$ cat src/rtl/divider_16x8.sv
// rtl/divider_16x8.sv - 16/8 unsigned restoring shift-subtract divider, one quotient bit per clock
module divider_16x8 (
   input  logic        Clk,
   input  logic        Rst_n,
   input  logic        St,
   input  logic [15:0] Dividend,
   input  logic [7:0]  Divisor,
   output logic        Idle,
   output logic        Done,
   output logic        V,
   output logic [7:0]  Quotient,
   output logic [7:0]  Remainder
);

   typedef enum logic [1:0] {
      S_IDLE  = 2'd0,
      S_CHECK = 2'd1,
      S_DIV   = 2'd2,
      S_DONE  = 2'd3
   } state_t;

   state_t      r_state;
   state_t      w_next;

   logic [15:0] r_dvd;
   logic [7:0]  r_dvs;
   logic [8:0]  r_prem;
   logic [7:0]  r_low;
   logic [2:0]  r_cnt;
   logic [7:0]  r_quot;
   logic [7:0]  r_rem;
   logic        r_v;

   logic        w_ovf;
   logic [9:0]  w_prem_sh;
   logic        w_qbit;
   logic [8:0]  w_prem_nx;
   logic [7:0]  w_low_nx;
   logic        w_idle;
   logic        w_done;

   // The quotient fits in 8 bits only when the high dividend byte is below the divisor;
   // a zero divisor is caught by the same test.
   assign w_ovf     = (r_dvs == 8'd0) || (r_dvd[15:8] >= r_dvs);

   // One restoring step: shift {partial remainder, low} left and trial-subtract the divisor.
   // The partial remainder always stays below the divisor, so the shifted value fits in 9 bits.
   assign w_prem_sh = {r_prem, r_low[7]};
   assign w_qbit    = (w_prem_sh >= {2'b00, r_dvs});
   assign w_prem_nx = 9'(w_qbit ? (w_prem_sh - {2'b00, r_dvs}) : w_prem_sh);
   assign w_low_nx  = {r_low[6:0], w_qbit};

   assign Idle      = w_idle;
   assign Done      = w_done;
   assign V         = r_v;
   assign Quotient  = r_quot;
   assign Remainder = r_rem;

   // State register
   always_ff @(posedge Clk or negedge Rst_n) begin
      if (!Rst_n) begin
         r_state <= S_IDLE;
      end else begin
         r_state <= w_next;
      end
   end

   // Next-state decode and Moore status outputs
   always_comb begin
      w_next = r_state;
      w_idle = 1'b0;
      w_done = 1'b0;
      case (r_state)
         S_IDLE: begin
            w_idle = 1'b1;
            if (St) begin
               w_next = S_CHECK;
            end
         end
         S_CHECK: begin
            w_next = w_ovf ? S_DONE : S_DIV;
         end
         S_DIV: begin
            if (r_cnt == 3'd7) begin
               w_next = S_DONE;
            end
         end
         S_DONE: begin
            w_done = 1'b1;
            w_next = S_IDLE;
         end
         default: begin
            w_next = S_IDLE;
         end
      endcase
   end

   // Operand capture, iteration datapath and held result registers
   always_ff @(posedge Clk or negedge Rst_n) begin
      if (!Rst_n) begin
         r_dvd  <= 16'd0;
         r_dvs  <= 8'd0;
         r_prem <= 9'd0;
         r_low  <= 8'd0;
         r_cnt  <= 3'd0;
         r_quot <= 8'd0;
         r_rem  <= 8'd0;
         r_v    <= 1'b0;
      end else begin
         case (r_state)
            S_IDLE: begin
               if (St) begin
                  r_dvd <= Dividend;
                  r_dvs <= Divisor;
                  r_v   <= 1'b0;
               end
            end
            S_CHECK: begin
               if (w_ovf) begin
                  r_v    <= 1'b1;
                  r_quot <= 8'd0;
                  r_rem  <= 8'd0;
               end else begin
                  r_prem <= {1'b0, r_dvd[15:8]};
                  r_low  <= r_dvd[7:0];
                  r_cnt  <= 3'd0;
               end
            end
            S_DIV: begin
               r_prem <= w_prem_nx;
               r_low  <= w_low_nx;
               r_cnt  <= r_cnt + 3'd1;
               // Results are published together with the move to DONE and then held.
               if (r_cnt == 3'd7) begin
                  r_quot <= w_low_nx;
                  r_rem  <= w_prem_nx[7:0];
               end
            end
            default: begin
            end
         endcase
      end
   end

endmodule

$ cat config.mk
export PLATFORM = sky130hd
export DESIGN_NAME = divider_16x8
export DESIGN_NICKNAME = d
export VERILOG_FILES = /design/src/rtl/divider_16x8.sv
export SDC_FILE = /design/constraint.sdc
export NUM_CORES = 1
export LEC_CHECK = 0
export BUFFER_PORTS_ARGS = -buffer_cell sky130_fd_sc_hd__buf_2
export CAP_MARGIN = 20
export CORE_MARGIN = 5
export CORE_UTILIZATION = 55
export DETAILED_ROUTE_END_ITERATION = 10
export PLACE_DENSITY = 0.74
export SLEW_MARGIN = 5
export SYNTH_ARGS = -nofsm -noshare
export SYNTH_HDL_FRONTEND = slang
export SYNTH_SLANG_ARGS = --single-unit
$ cat constraint.sdc
create_clock -name Clk -period 7.5 [get_ports Clk]
set_clock_uncertainty 0.05 [all_clocks]
set_input_delay 1.125 -clock Clk [delete_from_list [all_inputs] [get_ports Clk]]
set_output_delay 1.125 -clock Clk [all_outputs]
set_load 0.1 [all_outputs]
Word-level counts from Yosys, hierarchy flattened
Index checks and enable logic that the tools add are counted.
W data, S select, Z words.
- flip-flop bits (word level): 63
- latch bits: 0
- RAM bits: 0
- ROM bits: 0
- logic and storage cells: 52
- memories kept: 0
- add/subtract/negate cells: 2
- multipliers: 0
- divide/modulo/power cells: 0
- $lt $le $gt $ge: 2
- equal/unequal tests: 8
- shift-type cells: 0
- muxes and demuxes: 21
- bitwise gates (word level): 0
- reductions and logical operators: 10
- operators by type and width (kind ; count):
    $pmux W8 S2 ; 3
    $mux W8 ; 4
    $mux W9 ; 2
    $pmux W9 S2 ; 1
    $ge A10 B8 Y1 ; 1
    $sub A9 B8 Y9 ; 1
    $ge A8 B8 Y1 ; 1
    $logic_not A8 Y1 ; 1
    $ne A2 B2 Y1 const B ; 4
    $pmux W2 S4 ; 1
    $pmux W3 S2 ; 1
    $reduce_and A2 Y1 ; 3
    $reduce_and A3 Y1 ; 2
    $mux W1 ; 5
    $eq A2 B2 Y1 const B ; 2
    $mux W2 ; 2
    $reduce_bool A2 Y1 ; 2
    $add A3 B1 Y3 const B ; 1
    $eq A3 B3 Y1 const B ; 1
    $mux W3 ; 1
    $eq A2 B1 Y1 const B ; 1
    $logic_not A2 Y1 ; 1
    $pmux W1 S2 ; 1
    $logic_or A1 B1 Y1 ; 1

Logic depth before layout (Yosys ltp)
Gate-level depths: netlist of the first run.
- word-level depth: 4
- mapped depth: 10

Least setup slack after synthesis of the first run
No wires, ideal clock.
- kind: flip-flop to output port
- start: reg r_state[0]
- end: out Idle
- data arrival time: 1.330 ns
- slack: 4.995 ns
- cell stages (with the launch flop): 3
- path buffers: 0
- cell sequence: dfrtp_1 -> inv_1 -> ha_1
- word-level cells in the longest chain between the ends: 2
- RTL lines (element ; line ; text):
    start: declaration ; 22 ; state_t r_state;
    start signal: assignment ; 64 ; r_state <= w_next;
    $logic_not A2 Y1 ; 73 ; case (r_state)
    $mux W1 ; 73 ;
    end: declaration ; 8 ; output logic Idle,
No other way between the ends.

Final worst setup path of the first run
- start: reg r_state[0]
- end: reg r_rem[2] (netlist: Remainder[2])
- word-level cells in the longest chain between the ends: 3
- RTL lines (element ; line ; text):
    $eq A2 B2 Y1 or $eq A2 B1 Y1 (tied branches) ; 110 ; case (r_state)
    $ne A2 B2 Y1 (no line) or $reduce_bool A2 Y1 (tied branches) ; - ;
    $reduce_and A3 Y1 (no line) ; - ;
    end signal: assignment ; 136 ; r_rem <= w_prem_nx[7:0];
    end: declaration ; 31 ; logic [7:0] r_rem;
Parallel ways exist; a longest one is shown, timed or not.
A chain may end at the register's enable or synchronous reset.

==> results of run 1 <==
## area by class of cell
type | instances | area [um^2]
clock inverter | 6 | 68.8
clock buffer | 10 | 138
multi-input combinational | 213 | 1770
inverter | 40 | 150
sequential | 63 | 1580
fill | 498 | 2290
timing repair buffer | 47 | 260
tap | 77 | 96.3
## kinds of logic (layout without fill, tap and decap cells)
logic type	count (synthesis)	in the layout	share of synthesized area [%]
AO/OA/AOI/OAI	88	88	18.5
multiplexers	48	48	14.6
adder cells (fa/ha/maj)	23	23	8.23
AND/OR/NAND/NOR	51	51	7.35
flip-flops	63	63	43.9
XOR/XNOR	3	3	0.732
buffers and inverters	56	103	6.69
## path summary, 6_finish.rpt
check	endpoint	slack, ps	cells past startpoint
setup / recovery	Remainder[2]	4110	6
setup reg to reg	Remainder[2]	4110	6
min in group asynchronous	Remainder[4]	870	2
hold / removal	r_dvs[4]	460	1
max in group asynchronous	r_dvd[7]	5960	2
hold reg to reg	r_dvs[4]	460	1
## metal layers
layer | vias up | track usage (%) | wire length, um
li1 | 1292 | - | -
met1 | 1314 | 28.3 | 3680
met2 | 83 | 31.0 | 3750
met3 | 14 | 4.25 | 414
met4 | 0 | 6.85 | 143
met5 | - | 0 | 0
## per-stage QoR
step                hold slack [ps]  setup WS, ps  std cells  cell area (um^2)
floorplan                       424          5000        332              3590
global placement                438          4310        439              3830
CTS                             460          4170        455              4040
detailed placement              444          4190        439              3830
global route                    490          3920        456              4060
finish                          459          4110        456              4060
## sequential cells by signal, summed over array words and instances (netlist names)
register	count
r_state	2
Quotient	8
Remainder	8
r_cnt	3
r_dvd	16
r_prem	9
r_low	8
V	1
r_dvs	8
## layout by cell type (no fill, tap or decap), drive strengths merged, types with 13 or more instances in the layout
cell type and n:
dfrtp 63, buf 47, inv 41, mux2 35
ha 22, o21ai 17, nand2 16, o211ai 16
mux2i 13
==> metrics.cfg, run 1 <==
[timing]
fmax_mhz=295
setup_violations=0
slew_viol_final=0
grt_setup_unrepaired=no
finalWorstPathRequiredPeriod_ps=3390
min_period_over_period_pct=45.2
slew-limit-headroom_pct=30.8
worst_slew_pin_slew_ps=1030
timing_hold_violations_final=0
setup_total_negative_slack_ps=0

[detailed_routing]
ant_nets=0
detail_route.drc_violations=0
first_iter_violations=178
wl_per_cell_um=17.5
via_count=2703
drt-total-wl_um=7990
vias_per_cell=5.93
drt_pass_1_iters=4

[clock_network]
postCtsResizedCells=0
tritoncts_buffers=9
htreeDepth=3
clock-sinks=63
clock_tree_from_tritoncts=yes
hold_buffers=0
cts_max_path_buffers=2
number_of_buffers_inserted_by_post_cts_setup_repair=0
cts.clk_slew.worst_paths_ps=70
cts_root_buf=sky130_fd_sc_hd__clkbuf_8
skew_pair_late_insertion_delay_ps=340

[floorplan]
core_area_um2=6350
die_w_um=90.8
initial_util_pct=56.5
fp.dieArea_um2=8240
design.portCount=46
rows=29
fp.dieH_um=90.8

[synth]
seq_area_frac_synth_pct=43.9
synth.largest_area_cell=sky130_fd_sc_hd__dfrtp_1
synthDominantCellAreaShare_pct=43.9
synth-edff-count=0
synth-seq-cells=63
yosysWarnings=0
yosys-top-cells-area=sky130_fd_sc_hd__dfrtp_1 (44%), sky130_fd_sc_hd__mux2_2 (11%), sky130_fd_sc_hd__ha_1 (7.7%), sky130_fd_sc_hd__inv_1 (4.2%), sky130_fd_sc_hd__mux2i_1 (3.6%)
synth_common_cells=sky130_fd_sc_hd__dfrtp_1 (63), sky130_fd_sc_hd__inv_1 (40), sky130_fd_sc_hd__mux2_2 (35)
postSynthCellCount=332
synth_nets=382
synthArstFlopShare_pct=100
yosys.cell_types.count=52
postSynthAreaPerCell_um2=10.8
post-synth-top-count-cell=sky130_fd_sc_hd__dfrtp_1
ys.flop_type=sky130_fd_sc_hd__dfrtp_1
synth.cell_area_um2=3590

[grt]
grt_pass1_vias=2725
overall_global_routing_resource_usage_pct=20.2
global_route.overflow_total=0
grt_pass1_wl_um=13500
grt_max_degree=64
grt_antenna_before_repair=0

[critical_path]
path_delay_family=compound AO/OA/AOI/OAI gates
crit_start=r_state[0]
cp_cell_sequence=inv_1 -> ha_1 -> inv_1 -> a21oi_1 -> a21boi_2 -> mux2_2
worstSetupEndpointType=flip-flop
worst-path-buf-inv=2
slowest_stage=sky130_fd_sc_hd__a21boi_2
crit_type=flip-flop to flip-flop
cpMostUsedCell=sky130_fd_sc_hd__inv_1
critPathMaxStageDelay_ps=830
start_kind=flip-flop
crit_arrival_ps=3570
rr_startpoint=r_state[0]
data_required_time_of_the_critical_path_ps=7670
worstPathMaxFanout=24

[worst_hold_path]
min_from=r_dvs[4]
min-delay-path-class=flip-flop to flip-flop

[finish]
post_route_cells_drive_above_1_share_pct=28.5
flow.area_growth_from_synthesis_pct=13.2
utilization_pct=64.0
antenna_cells=0
fin_nets=424

[placed_design]
i_o_buffers=45
routabilityCongestion=0.847
hpwl_um=5600

[run_status]
status=complete, no violations

[flow_run]
cap_viol_max_count=0

Power of run 1 is not shown: default switching activity piles up to over one toggle a cycle in this logic, so the estimate is an artifact.
==> inputs of run 2 (changes only) <==
--- a/config.mk
+++ b/config.mk
@@ -5,10 +5,11 @@
 export SDC_FILE = /design/constraint.sdc
 export NUM_CORES = 1
 export LEC_CHECK = 0
+export ABC_AREA = 1
 export BUFFER_PORTS_ARGS = -buffer_cell sky130_fd_sc_hd__buf_2
 export CAP_MARGIN = 20
 export CORE_MARGIN = 5
-export CORE_UTILIZATION = 55
+export CORE_UTILIZATION = 52
 export DETAILED_ROUTE_END_ITERATION = 10
 export PLACE_DENSITY = 0.74
 export SLEW_MARGIN = 5
==> constraint.sdc (replaced) <==
create_clock -name Clk -period 2.8 [get_ports Clk]
set_clock_uncertainty 0.05 [all_clocks]
set_input_delay 0.42 -clock Clk [delete_from_list [all_inputs] [get_ports Clk]]
set_output_delay 0.42 -clock Clk [all_outputs]
set_load 0.1 [all_outputs]
==> run 2 against run 1 <==
Final cell count grew 22%. Via count grew 7.3%. Sequential share of layout area grew 0.44 points. Global-route usage shrank 0.57 points. Design area shrank 1.1%. Die area grew 2.7%. Core utilization shrank 1.8 points. Synthesized area shrank 2.6%. Flip-flop and latch count is the same. Maximum frequency grew 51%. Worst setup slack lost 3600 ps.
==> metrics.cfg, run 2 <==
[timing]
min_period_over_period_pct=80.3
fmax_mhz=445
setup_total_negative_slack_ps=0
slew_viol_final=0
timing.hold.ws_ps=56.3
timing_hold_violations_final=0
finalWorstPathRequiredPeriod_ps=2250
grt_setup_unrepaired=no
slew-limit-headroom_pct=52.3
setup_violations=0
worst_slew_pin_slew_ps=714

[critical_path]
start_kind=flip-flop
data_required_time_of_the_critical_path_ps=2990
path_delay_family=simple AND/OR/NAND/NOR gates
crit_type=flip-flop to flip-flop
worstSetupEndpointType=flip-flop
slowest_stage=sky130_fd_sc_hd__fa_1
crit_arrival_ps=2430
cp_cell_sequence=inv_1 -> ha_1 -> inv_1 -> fa_1 -> nand3_1 -> nand3_2 -> nand2_4 -> nand3_4 -> nand2_2 -> nand2_1 -> nand2_1 -> nand2_1 -> nand2_1 -> nand2_1
worst-path-buf-inv=2
cpMostUsedCell=sky130_fd_sc_hd__nand2_1
critPathMaxStageDelay_ps=430
worstPathMaxFanout=10

[clock_network]
clock-sinks=63
number_of_buffers_inserted_by_post_cts_setup_repair=0
cts_max_path_buffers=2
cts_root_buf=sky130_fd_sc_hd__clkbuf_8
hold_buffers=0
cts.clk_slew.worst_paths_ps=70
tritoncts_buffers=9
postCtsResizedCells=0
htreeDepth=3
clock_tree_from_tritoncts=yes
skew_pair_late_insertion_delay_ps=340

[placed_design]
hpwl_um=5800
i_o_buffers=45
placedCellCount=542
placed_cell_area_um2=3790
routabilityCongestion=0.886

[finish]
largest_register_ffs=16
postLayoutCellArea_um2=4020
layout.cells.most_common_list=sky130_fd_sc_hd__nand2_1 (167), sky130_fd_sc_hd__dfrtp_1 (63), sky130_fd_sc_hd__buf_2 (45)
flow.area_growth_from_synthesis_pct=14.9
non_filler_cells_in_the_finished_layout=558
mostFrequentLayoutCell=sky130_fd_sc_hd__nand2_1
top_registers=r_dvd (16), r_prem (9)
fin_nets=526
antenna_cells=0
top_register=r_dvd
post_route_cells_drive_above_1_share_pct=19.8

[detailed_routing]
wl_per_cell_um=13.8
first_iter_violations=267
via_count=2900
drt_pass_1_iters=4
ant_nets=0
drt-total-wl_um=7690
detail_route.drc_violations=0
vias_per_cell=5.20

[synth]
synth_common_cells=sky130_fd_sc_hd__nand2_1 (167), sky130_fd_sc_hd__dfrtp_1 (63), sky130_fd_sc_hd__inv_1 (37)
seq_area_frac_synth_pct=45.1
synth-edff-count=0
synthArstFlopShare_pct=100
yosys-top-cells-area=sky130_fd_sc_hd__dfrtp_1 (45%), sky130_fd_sc_hd__nand2_1 (18%), sky130_fd_sc_hd__ha_1 (7.9%), sky130_fd_sc_hd__mux2_2 (5.2%), sky130_fd_sc_hd__inv_1 (4.0%)
yosys.cell_types.count=30
post-synth-top-count-cell=sky130_fd_sc_hd__nand2_1
ys.flop_type=sky130_fd_sc_hd__dfrtp_1
postSynthCellCount=428
synth-seq-cells=63
synth.cell_area_um2=3500
yosysWarnings=0
synth_nets=478
postSynthAreaPerCell_um2=8.17
synthDominantCellAreaShare_pct=45.1
synth.largest_area_cell=sky130_fd_sc_hd__dfrtp_1

[run_status]
status=complete, no violations

[worst_hold_path]
min-delay-path-class=input port to async pin

[grt]
grt_max_degree=36
overall_global_routing_resource_usage_pct=19.6
grt_pass1_vias=2823
grt_antenna_before_repair=0
global_route.overflow_total=0
grt_pass1_wl_um=13300

[floorplan]
core_area_um2=6460
die_w_um=92.0
design.portCount=46
initial_util_pct=54.1
rows=29
fp.dieH_um=92.0
fp.dieArea_um2=8460

[flow_run]
cap_viol_max_count=0

[run 2: cell types whose count changed after synthesis, sizes merged, moves of 6 or more]
cell	delta
a211oi	-10
clkbuf	-8
mux2	-19
mux2i	-13
nand2	+158
nand3	+24
nand3b	+6
nand4	-7
nor2	+13
o211ai	-16
o22ai	-6
[run 2: cell families after synthesis]
family / share of synthesized area [%]
AND/OR/NAND/NOR: 28.6
AO/OA/AOI/OAI: 5.83
buffers and inverters: 6.12
XOR/XNOR: 0.752
multiplexers: 5.15
adder cells (fa/ha/maj): 8.45
flip-flops: 45.1
[run 2: through the flow]
| stage | setup slack, ps | util (%) |
|---|---|---|
| 2_1_floorplan | 517 | - |
| 3_3_place_gp | 619 | 58.8 |
| 3_5_place_dp | 567 | 58.8 |
| 4_1_cts | 554 | 62.2 |
| 5_1_grt | 391 | 62.2 |
| 6_report | 553 | 62.2 |
[run 2: routing by layer]
metal | wire length, um | global-route usage (%) | share of wire (%) | up-vias
met2 | 3620 | 30.4 | 47 | 79
met3 | 445 | 4.66 | 5.8 | 8
met1 | 3530 | 26.9 | 46 | 1351
met5 | 0 | 0 | 0 | -
met4 | 87 | 7.05 | 1.1 | 0
li1 | - | - | - | 1462
[run 2: final timing paths]
path / slack [ps] / startpoint / end / depth (start not counted)
worst max-delay path: 550 / r_low[7] / r_prem[7] / 14
worst min-delay path: 60 / Rst_n / r_dvd[5] / 1
worst max register to register: 550 / r_low[7] / r_prem[7] / 14
worst min register to register: 430 / r_low[2] / r_low[2] / 2
max in group asynchronous: 2040 / Rst_n / r_prem[6] / 2
min in group Clk: 250 / Dividend[2] / r_dvd[2] / 2
[run 2: worst reg2reg max path, cell delays in order, from the launching register on]
cell                      delay, ps
sky130_fd_sc_hd__dfrtp_1        370
sky130_fd_sc_hd__inv_1          120
sky130_fd_sc_hd__ha_1           160
sky130_fd_sc_hd__inv_1           60
sky130_fd_sc_hd__fa_1           430
sky130_fd_sc_hd__nand3_1        110
sky130_fd_sc_hd__nand3_2        110
sky130_fd_sc_hd__nand2_4        150
sky130_fd_sc_hd__nand3_4        150
sky130_fd_sc_hd__nand2_2        130
sky130_fd_sc_hd__nand2_1         50
sky130_fd_sc_hd__nand2_1         80
sky130_fd_sc_hd__nand2_1         50
sky130_fd_sc_hd__nand2_1         60
sky130_fd_sc_hd__nand2_1         50
[run 2: cell type report]
cell class / instances / area [um^2]
inverters: 39 / 149
multi-input cells: 314 / 1710
clock inverters: 5 / 81.3
repair buffers: 49 / 268
clock buffers: 11 / 141
fillers: 582 / 2440
flip-flops and latches: 63 / 1580
well taps: 77 / 96.3
Power of run 2 is left out for the same reason.
==> inputs of run 3 (changes only) <==
--- a/config.mk
+++ b/config.mk
@@ -9,9 +9,9 @@
 export BUFFER_PORTS_ARGS = -buffer_cell sky130_fd_sc_hd__buf_2
 export CAP_MARGIN = 20
 export CORE_MARGIN = 5
-export CORE_UTILIZATION = 52
+export CORE_UTILIZATION = 55
 export DETAILED_ROUTE_END_ITERATION = 10
-export PLACE_DENSITY = 0.74
+export PLACE_DENSITY = 0.75
 export SLEW_MARGIN = 5
 export SYNTH_ARGS = -nofsm -noshare
 export SYNTH_HDL_FRONTEND = slang
==> constraint.sdc (replaced) <==
create_clock -name Clk -period 2.1 [get_ports Clk]
set_clock_uncertainty 0.05 [all_clocks]
set_input_delay 0.315 -clock Clk [delete_from_list [all_inputs] [get_ports Clk]]
set_output_delay 0.315 -clock Clk [all_outputs]
set_load 0.1 [all_outputs]
==> run 3 against run 2 <==
Register-to-register slack got worse by 490 ps. Worst hold slack improved by 100 ps. Flip-flop and latch count unchanged. Core utilization increased by 4.0 points. Maximum frequency increased by 10%. Clock-buffer cell count unchanged. First-iteration DRC count decreased by 23%.
==> metrics.cfg, run 3 (synthesized netlist as in run 2, its figures left out) <==
[detailed_routing]
first_iter_violations=205
drt-total-wl_um=8190
drt_pass_1_iters=4
detail_route.drc_violations=0
vias_per_cell=5.26
wl_per_cell_um=14.4
ant_nets=0
via_count=2989

[critical_path]
worstSetupEndpointType=flip-flop
crit_arrival_ps=2270
data_required_time_of_the_critical_path_ps=2330
worstPathMaxFanout=8
crit_type=flip-flop to flip-flop
start_kind=flip-flop
reg2reg_setup_slack_ps=60

[finish]
multi_input_comb_area_um2=1790
layout.cells.most_common_list=sky130_fd_sc_hd__nand2_1 (166), sky130_fd_sc_hd__dfrtp_1 (63), sky130_fd_sc_hd__buf_2 (45)
top_register=r_dvd
largest_register_ffs=16
n_fill_cell=508
seqCellArea_um2=1580
antenna_cells=0
mostFrequentLayoutCell=sky130_fd_sc_hd__nand2_1
fin_nets=538
utilization_pct=66.2
post_route_cells_drive_above_1_share_pct=25.3
top_registers=r_dvd (16), r_prem (9)
flow.area_growth_from_synthesis_pct=18.9

[timing]
slew-limit-headroom_pct=67.2
min_period_over_period_pct=97.2
finalWorstPathRequiredPeriod_ps=2040
slew_viol_final=0
setup_violations=0
worst_slew_pin_slew_ps=492
fmax_mhz=490
timing_hold_violations_final=0

[grt]
grt_pass1_vias=2934
grt_pass1_wl_um=13800
global_route.overflow_total=0
grt_antenna_before_repair=0
overall_global_routing_resource_usage_pct=20.9
grt_max_degree=34

[placed_design]
i_o_buffers=45
hpwl_um=6020
routabilityCongestion=0.870

[clock_network]
htreeDepth=3
cts_max_path_buffers=2
tritoncts_buffers=9
cts_root_buf=sky130_fd_sc_hd__clkbuf_8
cts.clk_slew.worst_paths_ps=70
clock-sinks=63
skew_pair_late_insertion_delay_ps=340
clock_tree_from_tritoncts=yes

[floorplan]
initial_util_pct=55.7
core_area_um2=6280
fp.dieH_um=89.7
rows=29
die_w_um=89.7
fp.dieArea_um2=8050
design.portCount=46

[flow_run]
cap_viol_max_count=0

[worst_hold_path]
min-delay-path-class=input port to flip-flop

[run_status]
status=complete, no violations

-- run 3: cell types whose count changed in the layout (fill, tap and decap cells not counted), moves of 2 or more --
| cell | change |
|---|---|
| sky130_fd_sc_hd__buf_4 | +9 |
| sky130_fd_sc_hd__nand3_2 | +8 |
| sky130_fd_sc_hd__nand3_1 | -7 |
| sky130_fd_sc_hd__inv_1 | -6 |
| sky130_fd_sc_hd__inv_2 | +6 |
| sky130_fd_sc_hd__ha_1 | -4 |
| sky130_fd_sc_hd__ha_2 | +2 |
| sky130_fd_sc_hd__ha_4 | +2 |
-- run 3: path summary, 6_finish.rpt --
check | end | cells past startpoint | start
min reg2reg | r_low[5] | 2 | r_low[5]
max in group asynchronous | V | 3 | Rst_n
min in group asynchronous | r_dvs[3] | 2 | Rst_n
max reg2reg | r_prem[6] | 13 | r_low[7]
min | r_dvd[6] | 2 | Dividend[6]
max | r_prem[6] | 13 | r_low[7]
-- run 3: layout make-up --
class	count	share of cell area, %
Clock buffer	11	3.40
Clock inverter	3	1.08
Inverter	39	3.58
Multi-Input combinational cell	315	43.1
Sequential cell	63	37.9
Tap cell	77	2.32
Timing Repair Buffer	60	8.58
-- run 3: routing by layer --
metal  GRT usage (%)  wire (um)
met3            5.09        454
met5               0          0
met2            33.8       3910
met1            27.3       3680
met4            7.18        139
-- run 3: critical path: stages (launching register included) --
cell	delay (ps)
sky130_fd_sc_hd__dfrtp_1	370
sky130_fd_sc_hd__inv_1	80
sky130_fd_sc_hd__ha_1	160
sky130_fd_sc_hd__inv_2	60
sky130_fd_sc_hd__fa_2	370
sky130_fd_sc_hd__nand3_2	70
sky130_fd_sc_hd__nand3_2	90
sky130_fd_sc_hd__nand2_4	140
sky130_fd_sc_hd__nand3_2	170
sky130_fd_sc_hd__nand3_1	150
sky130_fd_sc_hd__nand3_1	100
sky130_fd_sc_hd__nand2_1	80
sky130_fd_sc_hd__nand2_1	50
sky130_fd_sc_hd__nand2_1	50
-- run 3: per-stage QoR --
| stage | hold slack, ps | std cells | setup TNS [ps] | worst slack [ps] | area, um^2 |
|---|---|---|---|---|---|
| after floorplan | -30.6 | 428 | 0 | 164 | 3500 |
| after global placement | 250 | 548 | 0 | 98.4 | 3840 |
| after detailed placement | 252 | 548 | -12.9 | -12.8 | 3840 |
| after CTS | 156 | 563 | 0 | 43.7 | 4040 |
| after global routing | 143 | 568 | -208 | -82.5 | 4160 |
| final | 158 | 568 | 0 | 58.1 | 4160 |
-- run 3: repair_timing --
item,4_1_cts,5_1_grt
pin swaps,0,5
buffers inserted,0,4
hold buffers,1,0
cloned,0,1
endpoints found under the hold margin,20,0
endpoints found under the setup margin,2,14
gates resized for setup,1,20
Power of run 3 is left out for the same reason.
